==> src/rtl/dkong_rom_arbiter_pkg.sv <==
// Shared types and constants for the Donkey Kong ROM arbiter.
package dkong_arb_pkg;

  typedef enum logic [2:0] {
    IDLE,
    WR,
    RD,
    RDW,
    ACK
  } state_t;

  typedef enum logic {
    G_CPU = 1'b0,
    G_VID = 1'b1
  } grant_t;

  localparam int READ_LAT   = 3;
  localparam int ACC_CYCLES = 4;

endpackage

==> src/rtl/dkong_rom_arbiter_rr_pick.sv <==
// Two-way round-robin chooser: req[0] is the CPU, req[1] is video.
module dkong_rr_pick
  import dkong_arb_pkg::*;
(
  input  logic [1:0] req,
  input  logic       last,
  output logic       grant
);

  always_comb begin
    grant = G_CPU;
    if (req == 2'b11) begin
      // On a tie the requester that was not served last time wins.
      grant = (last == G_CPU) ? G_VID : G_CPU;
    end else if (req[1]) begin
      grant = G_VID;
    end
  end

endmodule

==> src/rtl/dkong_rom_arbiter.sv <==
// Single-port ROM arbiter: buffered download writes take priority over
// round-robin CPU / video reads.
module dkong_rom_arbiter
  import dkong_arb_pkg::*;
#(
  parameter int AW = 19,
  parameter int DW = 8
) (
  input  logic          I_CLK_24576M,
  input  logic          I_RESETn,
  input  logic          I_DN_ACTIVE,
  input  logic          I_DN_WR,
  input  logic [AW-1:0] I_DN_ADDR,
  input  logic [DW-1:0] I_DN_DATA,
  input  logic          I_CPU_REQ,
  input  logic [AW-1:0] I_CPU_ADDR,
  output logic [DW-1:0] O_CPU_DATA,
  output logic          O_CPU_ACK,
  input  logic          I_VID_REQ,
  input  logic [AW-1:0] I_VID_ADDR,
  output logic [DW-1:0] O_VID_DATA,
  output logic          O_VID_ACK,
  output logic [AW-1:0] O_MEM_ADDR,
  output logic [DW-1:0] O_MEM_D,
  output logic          O_MEM_WE,
  output logic          O_MEM_CE,
  input  logic [DW-1:0] I_MEM_Q,
  output logic          O_DN_OVF,
  output logic          O_DN_DONE
);

  state_t        state_q;
  state_t        state_next;
  grant_t        grant_q;
  grant_t        last_q;
  grant_t        pick;
  logic          pick_raw;
  logic          buf_full_q;
  logic [AW-1:0] buf_addr_q;
  logic [DW-1:0] buf_data_q;
  logic          active_q;
  logic          done_pending_q;
  logic          drain;
  logic          accept;
  logic          start_rd;
  logic          dn_fall;
  logic          done_cond;

  dkong_rr_pick u_pick (
    .req   ({I_VID_REQ, I_CPU_REQ}),
    .last  (last_q),
    .grant (pick_raw)
  );

  assign pick = grant_t'(pick_raw);

  // The buffer empties on the IDLE->WR edge, so a byte arriving on that
  // same edge can take its place without being counted as lost.
  assign drain     = (state_q == IDLE) && buf_full_q;
  assign accept    = I_DN_WR && (!buf_full_q || drain);
  assign start_rd  = (state_q == IDLE) && (state_next == RD);
  assign dn_fall   = active_q && !I_DN_ACTIVE;
  assign done_cond = (done_pending_q || dn_fall) && !I_DN_ACTIVE &&
                     !buf_full_q && (state_q != WR);

  always_comb begin
    state_next = state_q;
    case (state_q)
      IDLE: begin
        if (buf_full_q) begin
          state_next = WR;
        end else if (!I_DN_ACTIVE && (I_CPU_REQ || I_VID_REQ)) begin
          state_next = RD;
        end
      end
      WR:      state_next = IDLE;
      RD:      state_next = RDW;
      RDW:     state_next = ACK;
      ACK:     state_next = IDLE;
      default: state_next = IDLE;
    endcase
  end

  always_ff @(posedge I_CLK_24576M or negedge I_RESETn) begin
    if (!I_RESETn) begin
      state_q        <= IDLE;
      grant_q        <= G_CPU;
      last_q         <= G_VID;
      buf_full_q     <= 1'b0;
      buf_addr_q     <= '0;
      buf_data_q     <= '0;
      active_q       <= 1'b0;
      done_pending_q <= 1'b0;
      O_CPU_DATA     <= '0;
      O_CPU_ACK      <= 1'b0;
      O_VID_DATA     <= '0;
      O_VID_ACK      <= 1'b0;
      O_MEM_ADDR     <= '0;
      O_MEM_D        <= '0;
      O_MEM_WE       <= 1'b0;
      O_MEM_CE       <= 1'b0;
      O_DN_OVF       <= 1'b0;
      O_DN_DONE      <= 1'b0;
    end else begin
      state_q  <= state_next;
      active_q <= I_DN_ACTIVE;

      if (start_rd) begin
        grant_q <= pick;
        last_q  <= pick;
      end

      if (accept) begin
        buf_addr_q <= I_DN_ADDR;
        buf_data_q <= I_DN_DATA;
        buf_full_q <= 1'b1;
      end else if (drain) begin
        buf_full_q <= 1'b0;
      end

      if (I_DN_ACTIVE && !active_q) begin
        O_DN_OVF <= 1'b0;
      end
      if (I_DN_WR && !accept) begin
        O_DN_OVF <= 1'b1;
      end

      // Memory controls are registered from the next state so they are
      // valid exactly during the WR / RD cycles.
      O_MEM_CE <= (state_next == WR) || (state_next == RD);
      O_MEM_WE <= (state_next == WR);
      if (drain) begin
        O_MEM_ADDR <= buf_addr_q;
        O_MEM_D    <= buf_data_q;
      end else if (start_rd) begin
        O_MEM_ADDR <= (pick == G_CPU) ? I_CPU_ADDR : I_VID_ADDR;
      end

      if (state_q == RDW) begin
        if (grant_q == G_CPU) begin
          O_CPU_DATA <= I_MEM_Q;
        end else begin
          O_VID_DATA <= I_MEM_Q;
        end
      end
      O_CPU_ACK <= (state_q == RDW) && (grant_q == G_CPU);
      O_VID_ACK <= (state_q == RDW) && (grant_q == G_VID);

      O_DN_DONE <= done_cond;
      if (I_DN_ACTIVE || done_cond) begin
        done_pending_q <= 1'b0;
      end else if (dn_fall) begin
        done_pending_q <= 1'b1;
      end
    end
  end

endmodule

==> config.mk <==
export PLATFORM = sky130hd
export DESIGN_NAME = dkong_rom_arbiter
export DESIGN_NICKNAME = d
export VERILOG_FILES = /design/src/rtl/dkong_rom_arbiter_pkg.sv /design/src/rtl/dkong_rom_arbiter_rr_pick.sv /design/src/rtl/dkong_rom_arbiter.sv
export SDC_FILE = /design/constraint.sdc
export NUM_CORES = 1
export LEC_CHECK = 0
export CELL_PAD_IN_SITES_DETAIL_PLACEMENT = 1
export CELL_PAD_IN_SITES_GLOBAL_PLACEMENT = 1
export CORE_MARGIN = 2
export CORE_UTILIZATION = 46
export CTS_BUF_LIST = sky130_fd_sc_hd__clkbuf_2 sky130_fd_sc_hd__clkbuf_4 sky130_fd_sc_hd__clkbuf_8
export DETAILED_ROUTE_END_ITERATION = 7
export DONT_BUFFER_PORTS = 1
export PLACE_DENSITY = 0.75
export REMOVE_ABC_BUFFERS = 1
export SETUP_SLACK_MARGIN = 0.2
export SLEW_MARGIN = 0
export SYNTH_ARGS = -nofsm -noshare
export SYNTH_HDL_FRONTEND = slang
export SYNTH_SLANG_ARGS = --single-unit
==> constraint.sdc <==
create_clock -name I_CLK_24576M -period 1.5 [get_ports I_CLK_24576M]
set_clock_uncertainty 0.1 [all_clocks]
set_input_delay 0.3 -clock I_CLK_24576M [delete_from_list [all_inputs] [get_ports I_CLK_24576M]]
set_output_delay 0.3 -clock I_CLK_24576M [all_outputs]
set_load 0.01 [all_outputs]
==> flow_summary.toml <==
[outcome]
outcome = "finished, violations left"
failed_checks = "negative hold slack, negative setup slack"

[power]
pwr-share-clk_pct = 14.4
p_comb_share_pct = 45.9
swShare_pct = 38.1
power_uw = 11800
power_density_nw_per_um2 = 2330
p_leak_uw = 0.00219
seq_power_share_pct = 39.7
power.switching_uw = 4500
max-vdd-ir-drop_v = 0.00140
intPower_uw = 7300

[setup_path]
cp.arrival_ns = 1.85
worst_setup_path_start_kind = "flip-flop"
crit_end = "O_MEM_ADDR[1]"
worstSetupPathType = "flip-flop to flip-flop"
cp.required_ns = 1.66
critical_path.cell_chain = "nor3_4 -> buf_4 -> clkbuf_16 -> o22ai_1 -> a211oi_1"
critPathLaunch = "state_q[1]"
r2r_start = "state_q[1]"
rrSetupSlack_ns = -0.19
cp.buffers_inverters = 2
path_max_fanout = 7
cp_slowest_stage_delay_ns = 0.48
critPathTopFamily = "flip-flops"
r2r-end = "O_MEM_ADDR[1]"
crit_cells = 5
reg2reg_depth = 5
cp-end-kind = "flip-flop"
slowest_stage = "dfrtp_2"

[global_routing]
gr-total-overflow = 0
grt_pass1_wl_um = 14400
grt_pass1_vias = 2778
antenna_found_initial = 0
grt_max_degree = 85
track_usage_pct = 22.0

[hold_path]
min_path_type = "input port to asynchronous set/reset pin"

[clock_network]
clk-insertion-delay-late_ns = 0.37
cts_hold_buf = 37
cts_max_path_buffers = 2
clk_pin_slew_ns = 0.10
cts-root-buf = "clkbuf_8"
cts_tree = "done"
cts_max_level = 3
clock-sinks = 84
cts_buffers = 9

[logic_synthesis]
synth_area_per_cell_um2 = 13.1
syn_area_um2 = 3630
synth-seq-area-share_pct = 57.9
ys_types = 30
yosys-top-cells-count = "dfrtp_1, mux2_2, mux2i_1, nor3_1, a211oi_1"
synth_top_cell_area_share_pct = 57.2
ys.flop_type = "dfrtp_1"
synth_top_cells_by_area = "dfrtp_1, mux2_2, mux2i_1, a211oi_1, o22ai_1"
ys_ff_latch = 84
synth_edf_count = 0
yosysMostFrequentCell = "dfrtp_1"
netlist_instances = 278
ys_warn_count = 0
async_reset_ff_share_pct = 100
synth.largest_area_cell = "dfrtp_1"

[route]
vias = 2597
wire_per_inst_um = 24.2
ant_nets = 0
wirelength_um = 10900
viasPerCell = 5.75
drc = 0
drt_iter0_markers = 104
firstDrtPassIters = 4

[layout]
antennaDiodeCount = 0
drive_above_1_share_pct = 49.1
nets = 424
post-route-util_pct = 65.9
area_growth_pct = 39.5

[timing]
hold_violations = 84
finalSetupViolations = 71
max_freq_mhz = 593
setup_ws_ns = -0.187
slew_headroom_pct = 79.3
rsz0062_at_grt = "true"
period_share_pct = 112
maxSlewViolCount = 0
finalSetupTns_ns = -6.91
finalCriticalPeriod_ns = 1.69
fin_hold_ws_ns = -0.489
tightest_slew_ns = 0.308

[job]
drv_cap = 0

[placement]
gp_congestion = 0.767
port_buffers = 0
hpwl_um = 5780

[die]
design.core.area_um2 = 7690
start_util_pct = 47.3
die_height_um = 92.9
pin_count = 128
die_area_um2 = 8630
die_x_um = 92.9
row_count = 32
## how the worst min path moves through the flow
stage          slack [ns]  cells after the start              to
2_1_floorplan        -0.1                      0       O_CPU_ACK
3_3_place_gp        -0.09                      0        O_MEM_CE
3_5_place_dp        -0.09                      0  O_MEM_ADDR[11]
4_1_cts             -0.49                      0   O_VID_DATA[3]
5_1_grt             -0.52                      0   O_CPU_DATA[4]
6_report            -0.49                      0   O_CPU_DATA[4]
## cell type report
class                      count  area, um^2
clock buffer                   9         124
timing repair buffer          74         842
fill                         726        2620
tap                          102         128
sequential                    84        2110
multi-input combinational    172        1770
inverter                       4        15.0
clock inverter                 7        80.1
## worst reg2reg max path, stage by stage (launching register included)
cell and delay (ns):
dfrtp_2 0.48, nor3_4 0.32, buf_4 0.19, clkbuf_16 0.14, o22ai_1 0.09, a211oi_1 0.25
## per-layer routing
layer / wire, um / GRT usage [%]
met1: 4190 / 26.2
met2: 5880 / 37.7
met3: 711 / 8.71
met4: 135 / 4.78
met5: 0 / 0
## placed cells by master, fill, tap and decap left out, drive strengths merged, types with 2 or more instances in the layout
master        n
dfrtp        83
mux2         51
dlygate4sd3  37
buf          33
nor3         22
mux2i        21
a211oi       20
or2          19
o22ai        19
clkbuf       13
inv           8
nor2          5
a21oi         2
## repair_timing
action	CTS	global route
setup endpoints to repair	75	75
gates resized for setup	56	43
cloned	1	4
hold endpoints to repair	129	84
pin swaps	2	8
setup buffers	5	4
## flip-flops by register name (all words and copies together), names as in the netlist, 3 cells and up
signal and flops:
buf_addr_q 19, O_MEM_ADDR 19, O_CPU_DATA 8, O_MEM_D 8, O_VID_DATA 8, buf_data_q 8
state_q 3
## through the flow
step / area (um^2) / setup WS (ns) / cells
global route: 5070 / -0.258 / 452
global placement: 3880 / -0.0880 / 385
finish: 5070 / -0.187 / 452
detailed placement: 3880 / -0.133 / 385
floorplan: 3550 / -0.786 / 260
CTS: 4720 / -0.0642 / 444
## power by group through the flow
stage	sequential (uW)	clock, uW	combinational, uW
floorplan	4310	0	2330
finish	4690	1700	5410
global placement	4460	0	3180
global route	4820	1810	5730
CTS	4540	1720	4140
detailed placement	4530	0	3300
## kinds of logic (layout without fill, tap and decap cells)
kind of cell	count (synthesis)	after routing	share of synthesized area [%]
DFF	84	84	57.9
muxes	72	72	21.6
and+or+nand+nor	53	53	8.57
AOI/OAI and AO/OA	47	47	9.16
buffers and inverters	22	94	2.79
Power figures use the tool's default switching activity.
